File: config.mk
export PLATFORM = sky130hd
export DESIGN_NAME = mem_port_arbiter
export DESIGN_NICKNAME = d
export VERILOG_FILES = /design/src/rtl/mem_port_arbiter.sv
export SDC_FILE = /design/constraint.sdc
export NUM_CORES = 1
export LEC_CHECK = 0
export CAP_MARGIN = 20
export CORE_MARGIN = 8
export CORE_UTILIZATION = 28
export CTS_CLUSTER_DIAMETER = 100
export CTS_CLUSTER_SIZE = 14
export DETAILED_ROUTE_END_ITERATION = 10
export HOLD_SLACK_MARGIN = 0.06
export PLACE_DENSITY = 0.6
export SYNTH_ARGS = -nofsm -noshare
export SYNTH_HDL_FRONTEND = slang
export SYNTH_SLANG_ARGS = --single-unit
File: constraint.sdc
create_clock -name clk -period 1.48 [get_ports clk]
set_input_delay 0.148 -clock clk [delete_from_list [all_inputs] [get_ports clk]]
set_output_delay 0.148 -clock clk [all_outputs]
set_load 0.03 [all_outputs]
File: src/rtl/mem_port_arbiter.sv
// Two-port round-robin access controller for the 16 x 8 data memory bank.
// Serialises CPU (port 0) and loader (port 1) accesses as IDLE -> ACCESS -> DONE.
module mem_port_arbiter #(
    parameter int unsigned ADDR_W = 4,
    parameter int unsigned DATA_W = 8
) (
    input  logic              clk,
    input  logic              reset,
    input  logic              req0,
    input  logic              req1,
    input  logic              we0,
    input  logic              we1,
    input  logic [ADDR_W-1:0] addr0,
    input  logic [ADDR_W-1:0] addr1,
    input  logic [DATA_W-1:0] wdata0,
    input  logic [DATA_W-1:0] wdata1,
    output logic              ack0,
    output logic              ack1,
    output logic [DATA_W-1:0] rdata0,
    output logic [DATA_W-1:0] rdata1,
    output logic [ADDR_W-1:0] mem_addr_in,
    output logic [ADDR_W-1:0] mem_addr_out,
    output logic [DATA_W-1:0] mem_data_in,
    input  logic [DATA_W-1:0] mem_data_out,
    output logic              mem_r_w,
    output logic              mem_enable,
    output logic              busy,
    output logic              grant_id
);

    typedef enum logic [1:0] {IDLE, ACCESS, DONE} state_t;

    state_t              state_q, state_n;
    logic                last_grant_q, last_grant_n;
    logic                we_q, we_n;
    logic                ack0_n, ack1_n;
    logic [DATA_W-1:0]   rdata0_n, rdata1_n;
    logic [ADDR_W-1:0]   mem_addr_in_n, mem_addr_out_n;
    logic [DATA_W-1:0]   mem_data_in_n;
    logic                mem_r_w_n, mem_enable_n, busy_n, grant_id_n;
    logic                winner_c;

    // A lone request wins; on a tie the port opposite the last grant wins.
    assign winner_c = (req0 && req1) ? ~last_grant_q : req1;

    // Next state plus next value of every registered output.
    always_comb begin
        state_n        = state_q;
        last_grant_n   = last_grant_q;
        we_n           = we_q;
        ack0_n         = 1'b0;
        ack1_n         = 1'b0;
        rdata0_n       = rdata0;
        rdata1_n       = rdata1;
        mem_addr_in_n  = mem_addr_in;
        mem_addr_out_n = mem_addr_out;
        mem_data_in_n  = mem_data_in;
        mem_r_w_n      = 1'b1;
        mem_enable_n   = 1'b0;
        grant_id_n     = grant_id;

        unique case (state_q)
            IDLE: begin
                if (req0 || req1) begin
                    state_n        = ACCESS;
                    grant_id_n     = winner_c;
                    we_n           = winner_c ? we1 : we0;
                    mem_addr_in_n  = winner_c ? addr1 : addr0;
                    mem_addr_out_n = winner_c ? addr1 : addr0;
                    mem_data_in_n  = winner_c ? wdata1 : wdata0;
                    mem_r_w_n      = winner_c ? ~we1 : ~we0;
                    mem_enable_n   = 1'b1;
                end
            end
            ACCESS: begin
                state_n      = DONE;
                last_grant_n = grant_id;
                if (grant_id) begin
                    ack1_n = 1'b1;
                    if (!we_q) rdata1_n = mem_data_out;
                end else begin
                    ack0_n = 1'b1;
                    if (!we_q) rdata0_n = mem_data_out;
                end
            end
            DONE: begin
                state_n = IDLE;
            end
            default: begin
                state_n = IDLE;
            end
        endcase

        busy_n = (state_n != IDLE);
    end

    always_ff @(posedge clk) begin
        if (reset) begin
            state_q      <= IDLE;
            last_grant_q <= 1'b1;
            we_q         <= 1'b0;
            ack0         <= 1'b0;
            ack1         <= 1'b0;
            rdata0       <= '0;
            rdata1       <= '0;
            mem_addr_in  <= '0;
            mem_addr_out <= '0;
            mem_data_in  <= '0;
            mem_r_w      <= 1'b1;
            mem_enable   <= 1'b0;
            busy         <= 1'b0;
            grant_id     <= 1'b0;
        end else begin
            state_q      <= state_n;
            last_grant_q <= last_grant_n;
            we_q         <= we_n;
            ack0         <= ack0_n;
            ack1         <= ack1_n;
            rdata0       <= rdata0_n;
            rdata1       <= rdata1_n;
            mem_addr_in  <= mem_addr_in_n;
            mem_addr_out <= mem_addr_out_n;
            mem_data_in  <= mem_data_in_n;
            mem_r_w      <= mem_r_w_n;
            mem_enable   <= mem_enable_n;
            busy         <= busy_n;
            grant_id     <= grant_id_n;
        end
    end

endmodule

==> impl_metrics.toml, run 1 <==
[global_route]
grt_max_degree = 22
antenna_found_initial = 0
grt_pass1_wl_um = 7220
overflow = 0
grt_usage_pct = 11.9
grt_pass1_vias = 1423

[yosys]
synth_edf_count = 0
synth.top_cell.area_share_pct = 50.8
yosys_warnings = 0
netlist_area_um2 = 1500
yosysUniqueCellTypes = 21
syn_avg_cell_area_um2 = 8.91
syn_nets = 206
ys_async_sr_fraction_pct = 0
synth-main-ff-cell = "dfxtp_1"
yosysTopAreaCell = "dfxtp_1"
yosys-top-cells-area = "dfxtp_1, nand2_1, a21oi_1, a311oi_1, mux2i_1"
syn_inst = 168
ys_seq_elements = 38
seq_area_frac_synth_pct = 50.8

[worst_setup_path]
crit_path_start_kind = "flip-flop"
max_stage_delay_ns = 0.68
worst-path-max-fanout = 2
crit_slowest_cell = "clkdlybuf4s50_1"
crit_type = "flip-flop to primary output"
rr_worst_depth = 3
r2r_end = "rdata0[7]$_SDFFE_PP0P_"
cp-end-kind = "primary output"
worst-path-buf-inv = 1
r2r_start = "grant_id$_SDFFE_PP0P_"
cp_top_family = "buffers and inverters"
required_ns = 1.33
r2r_slack_ns = 0.09
crit_chain = "clkdlybuf4s50_1"
arrival_ns = 1.29

[hold_path]
hold_end = "mem_addr_out[3]$_SDFFE_PP0P_"
hold_path.class = "input pin to flip-flop"
hold_start = "addr0[3]"
min_path_cells = 3

[timing]
clock.fmax_ghz = 0.697
fin_crit_ns = 1.44
hold_viol_final = 0
worst_pin_slew_ns = 0.367
finalCritPeriodShare_pct = 97.0
totalNegativeSetupSlack_ns = 0
slew-limit-headroom_pct = 75.5
finalSetupViolCount = 0
rsz0062_at_grt = "no"
skew_ns = 0.00387
maxSlewViolCount = 0

[floorplan]
start_util_pct = 29.1
fp.dieW_um = 89.1
die_height_um = 89.1
fp-row-count = 26
die-area_um2 = 7950
ios = 76
core_area_um2 = 5140

[pwr]
power.total_mw = 2.54
ir_drop_uv = 557
p_leak_nw = 1.36
power_density_nw_per_um2 = 1020

[cts]
clock-sinks = 38
insertion_delay_ns = 0.28
cts-root-buf = "clkbuf_8"
cts_setup_buffers = 0
ctsHoldBuffers = 0
clockBufferDepth = 2
numCtsBuffers = 5
htree_levels = 2
cts_tree = "yes"
clk_pin_slew_ns = 0.07

[outcome]
run_status = "finished clean"

[placement]
io_buffers = 75
place.gp.congestion = 0.733
dp_hpwl_um = 3550

[layout]
most-common-layout-cells = "clkdlybuf4s50_1, nand2_1, dfxtp_1, dlymetal6s2s_1, a21oi_1"
diodes = 0
layout-drive-gt1-share_pct = 9.72
final_nets = 284
final_common_cell = "clkdlybuf4s50_1"
syn_to_final_growth_pct = 66.9

[detailed_routing]
drt_pre_antenna_iters = 4
ant_nets = 0
vias = 1435
drc = 0
routed_wirelength_um = 4620
viasPerCell = 4.53
drt_iter0_drc = 74
wire_per_inst_um = 14.6

[job]
maxCapViolCount = 0
==> layout make-up <==
cell class	count	area (um2)
Clock inverter	1	5.00
Multi-Input combinational cell	114	642
Clock buffer	7	86.3
Sequential cell	38	761
Fill cell	534	2640
Tap cell	70	87.6
Timing Repair Buffer	87	918
==> through the flow <==
| stage | util [%] | hold slack (ns) | instances | worst slack, ns | area (um2) |
|---|---|---|---|---|---|
| 2_1_floorplan | - | 0.284 | 168 | 0.111 | 1500 |
| 3_3_place_gp | 45.6 | 0.445 | 309 | -0.00510 | 2340 |
| 3_5_place_dp | 45.6 | 0.449 | 309 | -0.0914 | 2340 |
| 4_1_cts | 47.3 | 0.429 | 317 | 0.000490 | 2430 |
| 5_1_grt | 48.6 | 0.433 | 317 | 0.00328 | 2500 |
| 6_report | 48.6 | 0.432 | 317 | 0.0446 | 2500 |
==> flip-flops by register name, indices dropped and copies added (netlist names) <==
signal        flops
mem_enable        1
rdata0            8
rdata1            8
last_grant_q      1
ack1              1
ack0              1
mem_r_w           1
busy              1
state_q           2
grant_id          1
mem_data_in       8
we_q              1
mem_addr_out      4
==> routing by layer <==
layer | part of all wire (%) | vias to the layer above | track usage (%) | wire [um]
li1 | - | 736 | - | -
met1 | 42 | 651 | 14.4 | 1950
met2 | 50 | 42 | 18.9 | 2310
met3 | 6.3 | 6 | 3.86 | 293
met4 | 1.4 | 0 | 4.53 | 67
met5 | 0 | - | 0 | 0
==> where the power goes <==
| part | total (mW) | switching, mW | internal (mW) |
|---|---|---|---|
| clock network | 0.730 | 0.354 | 0.376 |
| logic | 0.666 | 0.357 | 0.309 |
| registers | 1.15 | 0.0471 | 1.10 |
| total | 2.54 | 0.758 | 1.78 |
==> cells in the mapped netlist (all sizes together), types with 2 or more instances <==
cell / count
clkbuf: 4
nor2: 13
nor3: 2
nand2b: 2
a311oi: 12
mux2i: 10
a21oi: 23
dfxtp: 38
buf: 12
nand2: 42
==> worst max path at each step <==
stage | start | to | slack (ns) | depth (start not counted)
detailed placement | req1 | mem_data_in[5]$_SDFFE_PP0P_ | -0.09 | 5
global placement | req0 | mem_data_in[5]$_SDFFE_PP0P_ | -0.005 | 5
global route | busy$_SDFF_PP0_ | busy | 0.003 | 1
finish | rdata0[7]$_SDFFE_PP0P_ | rdata0[7] | 0.04 | 1
CTS | mem_addr_out[1]$_SDFFE_PP0P_ | mem_addr_in[1] | 0.0005 | 1
floorplan | grant_id$_SDFFE_PP0P_ | rdata0[0]$_SDFFE_PP0P_ | 0.11 | 4
==> kinds of logic after synthesis <==
kind of cell | share of synthesized area (%)
buffers and inverters | 6.35
AO/OA/AOI/OAI | 17.1
flip-flops | 50.8
AND/OR/NAND/NOR | 19.0
multiplexers | 6.68
==> what timing repair did <==
action,4_1_cts,5_1_grt
pin swaps,0,0
gates resized for setup,4,28
setup endpoints to repair,5,28
Power figures use the tool's default switching activity.
==> inputs of run 2 (changes only) <==
--- a/constraint.sdc
+++ b/constraint.sdc
@@ -3,2 +3,2 @@
 set_output_delay 0.148 -clock clk [all_outputs]
-set_load 0.03 [all_outputs]
+set_load 0.02 [all_outputs]
==> run 2 against run 1 <==
Final area decreased by 2.7%. Via count down 2.5%. Wire length decreased by 0.48%. Sequential cell count did not move. Critical endpoint is now mem_addr_in[3]. Largest cell class unchanged. Largest power group unchanged.
==> impl_metrics.toml, run 2 (synthesized netlist as in run 1, its figures left out) <==
[outcome]
run_status = "finished clean"

[cts]
cts_setup_buffers = 0
clk_pin_slew_ns = 0.08
htree_levels = 2
numCtsBuffers = 5
clockBufferDepth = 2
insertion_delay_ns = 0.29
clock-sinks = 38
cts-root-buf = "clkbuf_8"
cts_tree = "yes"

[pwr]
power_density_nw_per_um2 = 1030
swShare_pct = 28.5
p_seq_share_pct = 45.7
intPower_mw = 1.79
clock_power_share_pct = 29.7
p_leak_nw = 0.929
pwr-share-comb_pct = 24.6
p_sw_uw = 716
ir_drop_uv = 508

[worst_setup_path]
r2r_slack_ns = 0.11
crit_path_start_kind = "flip-flop"
cp_top_family = "buffers and inverters"
crit_type = "flip-flop to primary output"
crit_chain = "clkdlybuf4s50_1"
arrival_ns = 1.28
max_stage_delay_ns = 0.62
cp-end-kind = "primary output"
worst-path-buf-inv = 1
crit_slowest_cell = "clkdlybuf4s50_1"
required_ns = 1.33
worst-path-max-fanout = 3

[placement]
place.gp.congestion = 0.724
dp_hpwl_um = 3590
io_buffers = 75

[detailed_routing]
viasPerCell = 4.41
routed_wirelength_um = 4600
vias = 1399
wire_per_inst_um = 14.5
drt_iter0_drc = 55
drc = 0
drt_pre_antenna_iters = 4
ant_nets = 0

[global_route]
grt_pass1_wl_um = 7040
grt_usage_pct = 11.7
grt_max_degree = 14
grt_pass1_vias = 1404
overflow = 0
antenna_found_initial = 0

[timing]
finalSetupViolCount = 0
timing.hold.ws_ns = 0.420
slew-limit-headroom_pct = 80.0
finalCritPeriodShare_pct = 96.3
skew_ns = 0.00704
fin_crit_ns = 1.42
clock.fmax_ghz = 0.702
maxSlewViolCount = 0
worst_pin_slew_ns = 0.301
hold_viol_final = 0
totalNegativeSetupSlack_ns = 0

[floorplan]
ios = 76
fp.dieW_um = 89.1
core_area_um2 = 5140
die-area_um2 = 7950
die_height_um = 89.1
fp-row-count = 26
start_util_pct = 29.1

[hold_path]
hold_path.class = "input pin to flip-flop"

[layout]
diodes = 0
final_common_cell = "clkdlybuf4s50_1"
layout-drive-gt1-share_pct = 10.5
final_nets = 284
top_regs = "mem_data_in (8), rdata0 (8), rdata1 (8)"
most-common-layout-cells = "clkdlybuf4s50_1, nand2_1, dfxtp_1, a21oi_1"
syn_to_final_growth_pct = 62.4

[job]
maxCapViolCount = 0
[run 2: cell count changes in the layout (fill, tap and decap cells not counted), sizes merged]
cell,delta
clkbuf,-1
clkdlybuf4s50,+29
clkinvlp,+1
dlygate4sd2,-3
dlymetal6s2s,-26
[run 2: worst paths after layout]
check,start,depth (start not counted),to
min reg2reg,rdata0[3]$_SDFFE_PP0P_,2,rdata0[3]$_SDFFE_PP0P_
max,mem_addr_out[3]$_SDFFE_PP0P_,1,mem_addr_in[3]
max reg2reg,state_q[0]$_SDFF_PP0_,3,rdata0[7]$_SDFFE_PP0P_
min,addr0[3],3,mem_addr_out[3]$_SDFFE_PP0P_
[run 2: what timing repair did]
action | 4_1_cts | 5_1_grt
resized for setup | 1 | 3
cloned | 0 | 0
hold buffers | 0 | 0
setup endpoints to repair | 1 | 4
pin swaps | 0 | 0
[run 2: metal layers]
metal | track usage [%] | routed length (um) | up-vias
li1 | - | - | 734
met1 | 14.4 | 2040 | 627
met2 | 18.9 | 2270 | 34
met3 | 3.40 | 239 | 4
met4 | 4.08 | 53 | 0
met5 | 0 | 0 | -
[run 2: power groups by stage]
stage	clock network (mW)	logic [mW]	registers [mW]
global placement	0	0.624	1.17
floorplan	0	0.229	1.25
finish	0.745	0.617	1.15
detailed placement	0	0.626	1.17
CTS	0.776	0.626	1.15
global route	0.822	0.669	1.16
[run 2: per-stage QoR]
step                instance area, um2  total power [mW]  setup slack [ns]  utilization [%]  std cells
floorplan                         1500              1.48             0.162                -        168
global placement                  2330              1.79          -0.00637             45.4        309
detailed placement                2330              1.80           -0.0601             45.4        309
CTS                               2420              2.55            0.0441             47.2        317
global route                      2430              2.65          -0.00296             47.3        317
finish                            2430              2.51            0.0554             47.3        317
[run 2: layout make-up]
class	instances	area, um2
Fill cell	528	2710
Tap cell	70	87.6
Sequential cell	38	761
Clock buffer	6	82.6
Multi-Input combinational cell	114	644
Clock inverter	2	12.5
Timing Repair Buffer	87	845
==> inputs of run 3 (changes only) <==
GPL_ROUTABILITY_DRIVEN = 0   (was unset)
SLEW_MARGIN = 10   (was unset)
==> results of run 3 <==
Same layout as run 2: the final DEF is identical, and so are final timing and power.
